### config.mk
export PLATFORM = sky130hd
export DESIGN_NAME = adma_chn_arbiter
export DESIGN_NICKNAME = d
export VERILOG_FILES = /design/src/rtl/adma_pkg.sv /design/src/rtl/adma_rr_picker.sv /design/src/rtl/adma_chn_arbiter.sv
export SDC_FILE = /design/constraint.sdc
export NUM_CORES = 1
export LEC_CHECK = 0
export BUFFER_PORTS_ARGS = -buffer_cell sky130_fd_sc_hd__clkbuf_2
export CORE_MARGIN = 2
export CORE_UTILIZATION = 45
export CTS_CLUSTER_SIZE = 25
export DETAILED_ROUTE_END_ITERATION = 7
export HOLD_SLACK_MARGIN = 0.06
export PLACE_DENSITY = 0.72
export SYNTH_ARGS = -nofsm -noshare
export SYNTH_HDL_FRONTEND = slang
export SYNTH_SLANG_ARGS = --single-unit
### constraint.sdc
create_clock -name aclk -period 4.3 [get_ports aclk]
set_input_delay 0.86 -clock aclk [delete_from_list [all_inputs] [get_ports aclk]]
set_output_delay 0.86 -clock aclk [all_outputs]
set_load 0.05 [all_outputs]
### src/rtl/adma_pkg.sv
// Shared types and helpers for the ADMA channel arbitration logic.
// Imported by the channel arbiter and its round-robin picker.
package adma_pkg;

    typedef enum logic [1:0] {
        ARB_IDLE  = 2'd0,
        ARB_GRANT = 2'd1,
        ARB_DRAIN = 2'd2
    } adma_arb_state_e;

    // Credit/outstanding counters need one extra bit so a weight of 2^W-1 yields 2^W bursts.
    function automatic int unsigned crd_width(input int unsigned arb_w);
        return arb_w + 1;
    endfunction

endpackage

### src/rtl/adma_rr_picker.sv
// Combinational rotate-priority picker: first set bit of elig at or above rr_ptr, wrapping.
// Kept generic so other channel-arbitration points can reuse it.
module adma_rr_picker #(
    parameter int N    = 4,
    parameter int ID_W = $clog2(N)
) (
    input  logic [N-1:0]    elig,
    input  logic [ID_W-1:0] rr_ptr,
    output logic [ID_W-1:0] pick,
    output logic            pick_vld
);

    logic [ID_W-1:0] idx;
    logic            found;

    always_comb begin
        pick  = '0;
        found = 1'b0;
        idx   = '0;
        for (int i = 0; i < N; i++) begin
            idx = ID_W'((int'(rr_ptr) + i) % N);
            if (!found && elig[idx]) begin
                found = 1'b1;
                pick  = idx;
            end
        end
    end

    assign pick_vld = |elig;

endmodule

### src/rtl/adma_chn_arbiter.sv
// Weighted round-robin scheduler sharing the AXI burst datapath between DMA channels.
// A granted channel spends up to rate+1 bursts, then its outstanding bursts drain before rotation.
//
//   state     | meaning
//   ----------+-----------------------------------------------------------
//   ARB_IDLE  | no grant; pick next eligible channel from rr_ptr upward
//   ARB_GRANT | channel gnt_id may start bursts while credit remains
//   ARB_DRAIN | grant withdrawn; wait for outstanding bursts to complete
module adma_chn_arbiter
    import adma_pkg::*;
#(
    parameter  int DMA_CHN_NUM   = 4,
    parameter  int DMA_CHN_ARB_W = 3,
    localparam int CHN_ID_W      = $clog2(DMA_CHN_NUM),
    localparam int CRD_W         = int'(crd_width(DMA_CHN_ARB_W))
) (
    input  logic                                   aclk,
    input  logic                                   aresetn,
    input  logic                                   dma_en_i,
    input  logic [DMA_CHN_NUM-1:0]                 chn_ctrl_en_i,
    input  logic [DMA_CHN_NUM*DMA_CHN_ARB_W-1:0]   chn_arb_rate_i,
    input  logic [DMA_CHN_NUM-1:0]                 chn_req_i,
    input  logic                                   burst_start_i,
    input  logic                                   burst_done_i,
    output logic                                   gnt_vld_o,
    output logic [DMA_CHN_NUM-1:0]                 gnt_oh_o,
    output logic [CHN_ID_W-1:0]                    gnt_id_o,
    output logic [CRD_W-1:0]                       gnt_credit_o,
    output logic                                   arb_busy_o
);

    localparam logic [CRD_W-1:0] CRD_ONE = CRD_W'(1);
    localparam logic [CRD_W-1:0] CRD_MAX = {CRD_W{1'b1}};

    adma_arb_state_e            state, state_nxt;
    logic [CHN_ID_W-1:0]        rr_ptr, rr_ptr_nxt;
    logic [CHN_ID_W-1:0]        gnt_id, gnt_id_nxt;
    logic [CRD_W-1:0]           credit, credit_nxt;
    logic [CRD_W-1:0]           outst, outst_nxt;

    logic [DMA_CHN_NUM-1:0]     elig;
    logic [CHN_ID_W-1:0]        pick;
    logic                       pick_vld;
    logic [DMA_CHN_ARB_W-1:0]   pick_rate;
    logic                       grant_release;
    logic [CHN_ID_W-1:0]        rr_after_gnt;

    assign elig = chn_req_i & chn_ctrl_en_i & {DMA_CHN_NUM{dma_en_i}};

    adma_rr_picker #(
        .N    (DMA_CHN_NUM),
        .ID_W (CHN_ID_W)
    ) u_picker (
        .elig     (elig),
        .rr_ptr   (rr_ptr),
        .pick     (pick),
        .pick_vld (pick_vld)
    );

    always_comb begin
        pick_rate = '0;
        for (int c = 0; c < DMA_CHN_NUM; c++) begin
            if (pick == CHN_ID_W'(c)) begin
                pick_rate = chn_arb_rate_i[c*DMA_CHN_ARB_W +: DMA_CHN_ARB_W];
            end
        end
    end

    assign grant_release = (burst_start_i && (credit == CRD_ONE)) ||
                           !chn_req_i[gnt_id] ||
                           !chn_ctrl_en_i[gnt_id] ||
                           !dma_en_i;

    assign rr_after_gnt = (gnt_id == CHN_ID_W'(DMA_CHN_NUM - 1)) ? '0 : gnt_id + 1'b1;

    always_comb begin
        state_nxt  = state;
        rr_ptr_nxt = rr_ptr;
        gnt_id_nxt = gnt_id;
        credit_nxt = credit;
        outst_nxt  = outst;
        case (state)
            ARB_IDLE: begin
                if (pick_vld) begin
                    gnt_id_nxt = pick;
                    credit_nxt = CRD_W'(pick_rate) + CRD_ONE;
                    state_nxt  = ARB_GRANT;
                end
            end
            ARB_GRANT: begin
                if (burst_start_i && (credit != '0)) begin
                    credit_nxt = credit - CRD_ONE;
                end
                if (burst_start_i && !burst_done_i && (outst != CRD_MAX)) begin
                    outst_nxt = outst + CRD_ONE;
                end else if (!burst_start_i && burst_done_i && (outst != '0)) begin
                    outst_nxt = outst - CRD_ONE;
                end
                if (grant_release) begin
                    state_nxt = ARB_DRAIN;
                end
            end
            ARB_DRAIN: begin
                // A start here is a datapath protocol violation and is deliberately not counted.
                if (burst_done_i && (outst != '0)) begin
                    outst_nxt = outst - CRD_ONE;
                end
                if ((outst == '0) || ((outst == CRD_ONE) && burst_done_i)) begin
                    rr_ptr_nxt = rr_after_gnt;
                    credit_nxt = '0;
                    state_nxt  = ARB_IDLE;
                end
            end
            default: begin
                state_nxt = ARB_IDLE;
            end
        endcase
    end

    always_ff @(posedge aclk or negedge aresetn) begin
        if (!aresetn) begin
            state  <= ARB_IDLE;
            rr_ptr <= '0;
            gnt_id <= '0;
            credit <= '0;
            outst  <= '0;
        end else begin
            state  <= state_nxt;
            rr_ptr <= rr_ptr_nxt;
            gnt_id <= gnt_id_nxt;
            credit <= credit_nxt;
            outst  <= outst_nxt;
        end
    end

    assign gnt_vld_o    = (state == ARB_GRANT);
    assign gnt_oh_o     = gnt_vld_o ? (DMA_CHN_NUM'(1) << gnt_id) : '0;
    assign gnt_id_o     = gnt_id;
    assign gnt_credit_o = credit;
    assign arb_busy_o   = (state != ARB_IDLE);

endmodule

==> results of run 1 <==
critical path: stages:
cell and delay, ns:
clkbuf_2 0.11, nand2_1 0.12, nand2_1 0.09, nand2_1 0.05, a221oi_1 0.54, mux4_2 0.44
ha_1 0.30, inv_1 0.03, o22ai_1 0.14, nand2_1 0.07, o21ai_0 0.10
cell type report:
type,instances,share of cell area [%]
clock buffer,4,2.472
inverter,13,3.325
multi-input combinational,99,55.50
sequential,14,23.87
tap,30,2.558
timing repair buffer,36,12.28
cells in the final DEF, fill, tap and decap left out, drive strengths merged, types with 2 or more instances in the layout:
cell type,instances
dfrtp,14
xnor2,2
nor3b,2
xor2,3
mux4,4
o21ai,9
o221ai,2
nand3,3
nor2,7
nand2,19
inv,13
a21oi,3
and2,4
clkbuf,40
mux2,3
a22oi,2
ha,15
power by group through the flow:
stage | registers, mW | clock network [mW] | logic (mW)
after floorplan | 0.347 | 0 | 0.452
after global placement | 0.277 | 0 | 0.650
after detailed placement | 0.283 | 0 | 0.663
after CTS | 0.279 | 0.100 | 0.665
after global routing | 0.293 | 0.111 | 0.737
final | 0.279 | 0.0993 | 0.658
logic make-up after synthesis:
logic type	share of synthesized area (%)
adder cells (fa/ha/maj)	16.32
XOR/XNOR	3.594
flip-flops	28.75
AND/OR/NAND/NOR	18.07
multiplexers	11.91
buffers and inverters	4.415
AO/OA/AOI/OAI	16.94
sequential cells by signal (all words and copies together) (netlist names):
name          count
state             2
gnt_credit_o      4
outst             4
gnt_id_o          2
rr_ptr            2
path summary, 6_finish.rpt:
path | end | slack, ns | from | cells after the start
min | state[1] | 0.47 | aresetn | 1
max | gnt_credit_o[1] | 1.66 | chn_ctrl_en_i[3] | 11
min in group aclk | outst[3] | 0.54 | outst[3] | 1
min reg2reg | outst[3] | 0.54 | outst[3] | 1
max in group asynchronous | gnt_id_o[1] | 3.54 | aresetn | 1
max reg2reg | gnt_credit_o[1] | 1.92 | rr_ptr[0] | 9
routing by layer:
| layer | vias to the layer above | GRT usage, % |
|---|---|---|
| li1 | 530 | - |
| met1 | 505 | 23.72 |
| met2 | 22 | 30.42 |
| met3 | 4 | 3.023 |
| met4 | 0 | 4.082 |
| met5 | - | 0 |
per-stage QoR:
stage | utilization, % | area, sq um | total power [mW] | instances | hold WS [ns]
6_report | 58.18 | 1468 | 1.037 | 196 | 0.4721
5_1_grt | 58.18 | 1468 | 1.141 | 196 | 0.4891
4_1_cts | 58.18 | 1468 | 1.043 | 196 | 0.4835
3_5_place_dp | 56.75 | 1431 | 0.9453 | 192 | 0.5291
3_3_place_gp | 56.75 | 1431 | 0.9270 | 192 | 0.5068
2_1_floorplan | - | 1219 | 0.7993 | 127 | 0.4841
==> results.tsv, run 1 <==
stage	metric	value	unit
power	static leakage power	0.7165	nW
global_route	number of global-route vias before repair	1017	
timing	Setup TNS Final	0	ns
final_layout	share of layout cells above drive strength 1	30.72	%
die	Die H	56.04	microns
power	Power Internal	485.6	uW
timing	slew of the pin with the lowest slew margin	0.6020	ns
cts	H-tree Lvls	1	
critical_path	Crit Path Max Fanout	5	
final_layout	# fillers	238	
logic_synthesis	largest area contributor in the netlist	dfrtp_1	
timing	Fmax achieved	378.8	MHz
cts	CTS Buf Count	3	
global_route	first-pass GRT wire length	4.478	mm
cts	post-CTS sizing	0	
route	First-pass DRT Iterations	4	
critical_path	CP required	4.51	ns
logic_synthesis	synth unique cells	43	
logic_synthesis	Mapped Nets	167	
final_layout	Post-layout nets	207	
timing	fin worst setup slack	1.660	ns
die	die width	56.04	microns
cts	CTS Buffer Depth	2	
timing	clock skew	0.01109	ns
logic_synthesis	Yosys top cell area share	28.75	%
timing	min cycle time layout	2.640	ns
timing	crit share post-route	61.40	%
cts	clk_lat worst skew	0.29	ns
die	Core ar.	2522	sq um
logic_synthesis	ys async rst share	100.0	%
hold_path	Hold WC Path Type	in2async	
power	sequential fraction of design power	26.9	%
die	Initial Util	48.31	%
logic_synthesis	largest cells by area after synthesis	dfrtp_1, ha_1, mux4_1, nand2_1, inv_1	
placed_design	dpl hpwl	2.113	mm
final_layout	register area	350.3	sq um
timing	Final Setup Violations	0	
critical_path	CP Capture Type	flop	
route	drt wl/cell	12.89	microns
power	Power Dens Cells	706.2	nW/um^2
die	FP Rows	18	
global_route	gr ovfl total	0	
timing	Pins Over Slew Limit	0	
route	DRC Markers	0	
timing	RSZ-0062 raised after global routing	false	
timing	max_slew headroom	59.44	%
power	Max VDD drop	0.4544	mV
placed_design	Post-Place Setup Slack	1.326	ns
route	DRT iter0 DRCs	28	
power	NetSw	550.9	uW
power	combinational power share	63.5	%
route	Detail Route met3 WL	100	microns
logic_synthesis	Synth Flop Type	dfrtp_1	
logic_synthesis	Post-Syn Instances	127	
die	Die ar.	3140	sq um
final_layout	multi-input logic area	814.5	sq um
power	Clock power frac	9.6	%
route	WL met1	1.104	mm
logic_synthesis	Synth Warn #	0	
cts	CTS tree	yes	
run	max capacitance violation total	0	
critical_path	Crit Path Class	in2reg	
die	io pins	37	
route	top sig layer	met4	
final_layout	Layout area overhead	20.43	%
global_route	all-layer global routing usage	17.88	%
route	final WL	2.526	mm
logic_synthesis	sequential share of the synthesized area	28.75	%
global_route	antenna violations before repair	0	
placed_design	gpl congestion	0.8123	
logic_synthesis	number of synthesized flops with an enable pin	0	
critical_path	CP startpoint kind	input pin	
logic_synthesis	Yosys reg bits	14	
cts	# Post-CTS Setup Buffers	0	
global_route	largest net degree at the start of global routing	15	
logic_synthesis	most frequent cell after synthesis	nand2_1	
route	Antenna Nets Post-Route	0	
logic_synthesis	Mapped Area	1219	sq um
logic_synthesis	Avg Inst Size Synth	9.596	sq um
cts	CTS Sinks	14	
final_layout	diodes inserted	0	
cts	CTS Hold Bufs	0	
cts	root buf cell	clkbuf_4	
logic_synthesis	Post-synth top cells	nand2_1, ha_1, dfrtp_1, inv_1, o21ai_0	
route	detailed-route via count	1061	
timing	Final Hold Violating Endpoints	0	
status	status	completed	
placed_design	I/O Buffers	36	
route	Routed met2 length	1.294	mm
route	DR vias/cell	5.413	
critical_path	data arrival time of the critical path	2.85	ns
cts	Clk pin slew, worst setup/hold paths	0.10	ns
power	Sw Ratio	53.15	%
(Power assumes the default switching activity.)
==> run 2: changes to the inputs <==
--- a/config.mk
+++ b/config.mk
@@ -11,7 +11,7 @@
 export CTS_CLUSTER_SIZE = 25
 export DETAILED_ROUTE_END_ITERATION = 7
 export HOLD_SLACK_MARGIN = 0.06
-export PLACE_DENSITY = 0.72
+export PLACE_DENSITY = 0.75
 export SYNTH_ARGS = -nofsm -noshare
 export SYNTH_HDL_FRONTEND = slang
 export SYNTH_SLANG_ARGS = --single-unit
==> constraint.sdc (replaced) <==
create_clock -name aclk -period 2.25 [get_ports aclk]
set_input_delay 0.45 -clock aclk [delete_from_list [all_inputs] [get_ports aclk]]
set_output_delay 0.45 -clock aclk [all_outputs]
set_load 0.05 [all_outputs]
==> run 2 against run 1 <==
Register-to-register slack lost 1.9 ns; wire length grew 12%; design area grew 9.0%; sequential power grew 95%; core utilization grew 5.3 points; critical path type is now reg2reg; highest routed layer unchanged.
==> results.tsv, run 2 (synthesis results as in run 1) <==
stage	metric	value	unit
timing	Pins Over Slew Limit	0	
timing	fin worst setup slack	0.06104	ns
die	Die ar.	3140	sq um
die	io pins	37	
critical_path	data arrival time of the critical path	2.41	ns
cts	H-tree Lvls	1	
route	DRC Markers	0	
route	drt wl/cell	13.59	microns
cts	clk_lat worst skew	0.28	ns
placed_design	Post-Place Setup Slack	-0.1609	ns
status	status	completed	
global_route	GRT met1 Usage	23.17	%
global_route	largest net degree at the start of global routing	15	
power	Max VDD drop	0.9161	mV
global_route	GR Util met2	32.94	%
final_layout	commonest non-fill, non-tap cell in the layout	clkbuf_2	
timing	hold slack	0.06623	ns
placed_design	gpl congestion	0.8405	
placed_design	I/O Buffers	36	
cts	CTS Hold Bufs	0	
placed_design	Inst Count DP	203	
timing	RSZ-0062 raised after global routing	true	
final_layout	Post-layout nets	219	
global_route	first-pass GRT wire length	4.788	mm
final_layout	share of layout cells above drive strength 1	41.01	%
timing	Final Setup Violations	0	
cts	root buf cell	clkbuf_4	
route	First-pass DRT Iterations	4	
critical_path	CP startpoint kind	flop	
cts	CTS Buf Count	3	
critical_path	CP required	2.47	ns
timing	Final Hold Violating Endpoints	0	
power	Power Dens Cells	1328	nW/um^2
final_layout	commonest non-fill, non-tap cells in the layout	clkbuf_2, nand2_1, ha_1	
global_route	number of global-route vias before repair	1106	
final_layout	# fillers	229	
placed_design	dpl hpwl	2.220	mm
timing	max_slew headroom	74.41	%
power	static leakage power	0.7681	nW
timing	min cycle time layout	2.189	ns
run	max capacitance violation total	0	
cts	CTS Buffer Depth	2	
global_route	all-layer global routing usage	18.91	%
critical_path	Crit Path Max Fanout	7	
timing	clock skew	0.005368	ns
die	Initial Util	48.31	%
critical_path	CP Capture Type	flop	
route	final WL	2.826	mm
global_route	met3 Resource Use GR	3.256	%
route	DR vias/cell	5.308	
route	DRT iter0 DRCs	19	
route	Antenna Nets Post-Route	0	
global_route	gr ovfl total	0	
cts	Clk pin slew, worst setup/hold paths	0.10	ns
critical_path	Crit Path Class	reg2reg	
cts	CTS tree	yes	
global_route	GRT Max-Usage Layer	met2	
final_layout	Layout area overhead	31.31	%
timing	Fmax achieved	456.8	MHz
hold_path	Hold WC Path Type	in2async	
timing	slew of the pin with the lowest slew margin	0.3838	ns
cts	CTS Sinks	14	
die	Die H	56.04	microns
die	die width	56.04	microns
global_route	antenna violations before repair	0	
die	Core ar.	2522	sq um
final_layout	diodes inserted	0	
final_layout	Layout Cells excl Fill	208	
route	detailed-route via count	1104	
timing	crit share post-route	97.29	%
die	FP Rows	18	
-- run 2: report_power, final --
part / total [mW] / switching, mW / leakage [nW] / internal (mW)
registers: 0.543 / 0.167 / 0.173 / 0.376
clock network: 0.191 / 0.0931 / 0.0210 / 0.0983
logic: 1.39 / 0.855 / 0.574 / 0.537
total: 2.13 / 1.11 / 0.768 / 1.01
-- run 2: layer usage --
metal,routed length [microns],vias up
li1,-,552
met1,1291,528
met2,1415,22
met3,91,2
met4,27,0
met5,0,-
-- run 2: timing repair --
action / 4_1_cts / 5_1_grt
setup buffers: 0 / 1
resized for setup: 1 / 10
pin swaps: 1 / 6
endpoints found under the setup margin: 1 / 2
-- run 2: area by class of cell --
type,instances,area [sq um],share of cell area [%]
Timing Repair Buffer,48,270.3,16.89
Multi-Input combinational cell,99,854.6,53.40
Clock buffer,4,36.28,2.267
Inverter,13,48.80,3.049
Tap cell,30,37.54,2.346
Sequential cell,14,352.8,22.05
-- run 2: worst max-delay path, stage by stage, from the launching register on --
cell and delay, ns:
dfrtp_2 0.48, nand3_2 0.12, o2111ai_4 0.12, a31oi_4 0.27, mux4_2 0.58, ha_4 0.29
inv_2 0.03, o22ai_2 0.12, nand2_1 0.06, o21ai_1 0.07
-- run 2: worst paths after layout --
kind | from | to | slack [ns] | depth (start not counted)
max reg2reg | rr_ptr[0] | gnt_credit_o[1] | 0.06 | 9
min reg2reg | outst[3] | outst[3] | 0.53 | 1
max in group asynchronous | aresetn | rr_ptr[1] | 1.89 | 1
max | rr_ptr[0] | gnt_credit_o[1] | 0.06 | 9
min in group aclk | outst[3] | outst[3] | 0.53 | 1
min | aresetn | gnt_credit_o[1] | 0.07 | 1
-- run 2: per-stage QoR --
| step | cell area (sq um) | setup TNS, ns | power (mW) | util, % |
|---|---|---|---|---|
| after CTS | 1548 | 0 | 2.079 | 61.36 |
| after detailed placement | 1510 | -0.2967 | 1.874 | 59.87 |
| after global routing | 1600 | -0.06605 | 2.313 | 63.44 |
| after global placement | 1510 | -0.06662 | 1.839 | 59.87 |
| final | 1600 | 0 | 2.126 | 63.44 |
| after floorplan | 1215 | 0 | 1.529 | - |
==> run 3: changes to the inputs <==
--- a/config.mk
+++ b/config.mk
@@ -11,7 +11,8 @@
 export CTS_CLUSTER_SIZE = 25
 export DETAILED_ROUTE_END_ITERATION = 7
 export HOLD_SLACK_MARGIN = 0.06
-export PLACE_DENSITY = 0.75
+export PLACE_DENSITY = 0.74
+export RECOVER_POWER = 25
 export SYNTH_ARGS = -nofsm -noshare
 export SYNTH_HDL_FRONTEND = slang
 export SYNTH_SLANG_ARGS = --single-unit
==> run 3 against run 2 <==
Register-to-register slack about the same; sequential cell count unchanged; hold slack better by 0.15 ns; wire length rose by 1.7%; sequential share of layout area rose by 0.18 points; design area decreased by 1.2%; clock-buffer cell count stayed put; clock skew shrank 0.0036 ns; combinational power about the same; setup slack got worse by 0.011 ns; largest cell class unchanged.
==> results.tsv, run 3 (synthesis results as in run 1) <==
stage	metric	value	unit
status	status	completed	
die	die width	56.04	microns
cts	CTS Buf Count	3	
critical_path	CP startpoint kind	flop	
placed_design	gpl congestion	0.8118	
route	DRT iter0 DRCs	10	
final_layout	Layout Cells excl Fill	208	
die	Die ar.	3140	sq um
cts	Clk pin slew, worst setup/hold paths	0.09	ns
power	Power Internal	1.013	mW
critical_path	Worst R2R End	gnt_credit_o[1]	
placed_design	dpl hpwl	2.278	mm
timing	clock skew	0.001750	ns
final_layout	register area	351.6	sq um
cts	CTS tree	yes	
critical_path	reg2reg path depth	9	
final_layout	commonest non-fill, non-tap cell in the layout	clkbuf_2	
critical_path	Worst Setup EP	gnt_credit_o[1]	
route	First-pass DRT Iterations	4	
timing	slew of the pin with the lowest slew margin	0.7921	ns
critical_path	CP Capture Type	flop	
global_route	gr ovfl total	0	
timing	Pins Over Slew Limit	0	
power	Clock power frac	8.7	%
critical_path	FF-to-FF Start	rr_ptr[1]	
cts	clk_lat worst skew	0.28	ns
cts	CTS Sinks	14	
final_layout	Layout area overhead	29.77	%
final_layout	multi-input logic area	838.3	sq um
global_route	number of global-route vias before repair	1165	
final_layout	diodes inserted	0	
timing	max_slew headroom	47.19	%
route	final WL	2.873	mm
placed_design	Inst Count DP	203	
critical_path	Crit Path Class	reg2reg	
global_route	all-layer global routing usage	18.75	%
final_layout	share of layout cells above drive strength 1	39.33	%
die	io pins	37	
die	FP Rows	18	
timing	Final Setup Violations	0	
final_layout	Post-layout nets	219	
power	NetSw	1.119	mW
cts	H-tree Lvls	1	
final_layout	commonest non-fill, non-tap cells in the layout	clkbuf_2, nand2_1, ha_1	
power	Sw Ratio	52.49	%
cts	CTS Buffer Depth	2	
timing	Setup TNS Final	0	ns
global_route	first-pass GRT wire length	4.795	mm
timing	hold slack	0.2186	ns
route	DR vias/cell	5.351	
timing	min cycle time layout	2.200	ns
critical_path	Worst Setup SP	rr_ptr[1]	
power	Power Dens Cells	1348	nW/um^2
critical_path	data arrival time of the critical path	2.42	ns
die	Die H	56.04	microns
placed_design	Post-DP Area	1510	sq um
route	drt wl/cell	13.81	microns
route	DRC Markers	0	
timing	Final Hold Violating Endpoints	0	
die	Initial Util	48.31	%
cts	root buf cell	clkbuf_4	
timing	RSZ-0062 raised after global routing	true	
die	Core ar.	2522	sq um
final_layout	post-route cell area	1582	sq um
cts	CTS Hold Bufs	0	
placed_design	I/O Buffers	36	
critical_path	Crit Path Max Fanout	5	
route	Antenna Nets Post-Route	0	
timing	Fmax achieved	454.6	MHz
power	Max VDD drop	0.9168	mV
power	static leakage power	0.7654	nW
critical_path	CP required	2.47	ns
power	sequential fraction of design power	25.2	%
critical_path	worst reg-to-reg setup slack	0.05	ns
global_route	largest net degree at the start of global routing	15	
run	max capacitance violation total	0	
final_layout	# fillers	216	
timing	crit share post-route	97.76	%
route	detailed-route via count	1113	
power	combinational power share	66.1	%
hold_path	Hold WC Path Type	in2async	
global_route	antenna violations before repair	0	
## run 3: cell counts in the layout (fill, tap and decap cells not counted)
No cell type changed its count.
## run 3: routing by layer
layer	global-route usage (%)	part of all wire, %	vias to the layer above
met1	21.78	43	528
met3	2.791	4.5	2
met4	6.463	0.45	0
met2	34.62	52	26
li1	-	-	557
met5	0	0	-
## run 3: layout make-up
cell class,instances,area share (%)
Clock buffer,4,2.294
Inverter,13,3.085
Multi-Input combinational cell,99,53.01
Sequential cell,14,22.23
Tap cell,30,2.373
Timing Repair Buffer,48,17.01
## run 3: worst max-delay path, cell delays in order (launching register included)
cell	delay, ns
dfrtp_1	0.44
maj3_2	0.24
nand3_2	0.07
a31oi_4	0.21
mux4_2	0.58
ha_4	0.29
inv_2	0.03
o22ai_2	0.14
nand2_1	0.07
o21ai_1	0.07
## run 3: power groups by stage
stage | Combinational (mW) | Sequential, mW | Clock (mW)
2_1_floorplan | 0.864 | 0.664 | 0
3_3_place_gp | 1.31 | 0.527 | 0
3_5_place_dp | 1.35 | 0.538 | 0
4_1_cts | 1.36 | 0.533 | 0.190
5_1_grt | 1.54 | 0.561 | 0.203
6_report | 1.41 | 0.537 | 0.186
## run 3: worst min path at each step
stage               slack (ns)         endpoint  startpoint
floorplan                 0.15  gnt_credit_o[0]     aresetn
global placement          0.38      gnt_id_o[1]     aresetn
detailed placement        0.38        rr_ptr[0]     aresetn
CTS                       0.07         outst[1]     aresetn
global route              0.29         outst[1]     aresetn
finish                    0.22         state[1]     aresetn
## run 3: through the flow
| stage | util [%] | setup slack, ns | total power [mW] |
|---|---|---|---|
| after floorplan | - | 0.01598 | 1.529 |
| after global placement | 59.87 | -0.05165 | 1.836 |
| after detailed placement | 59.87 | -0.1792 | 1.888 |
| after CTS | 61.36 | 0.02121 | 2.084 |
| after global routing | 62.70 | -0.03038 | 2.300 |
| final | 62.70 | 0.05030 | 2.132 |
## run 3: timing repair
item / 4_1_cts / 5_1_grt
setup endpoints to repair: 1 / 1
buffers inserted: 0 / 1
endpoints found under the hold margin: 0 / 0
pin swaps: 1 / 5
resized for setup: 1 / 8
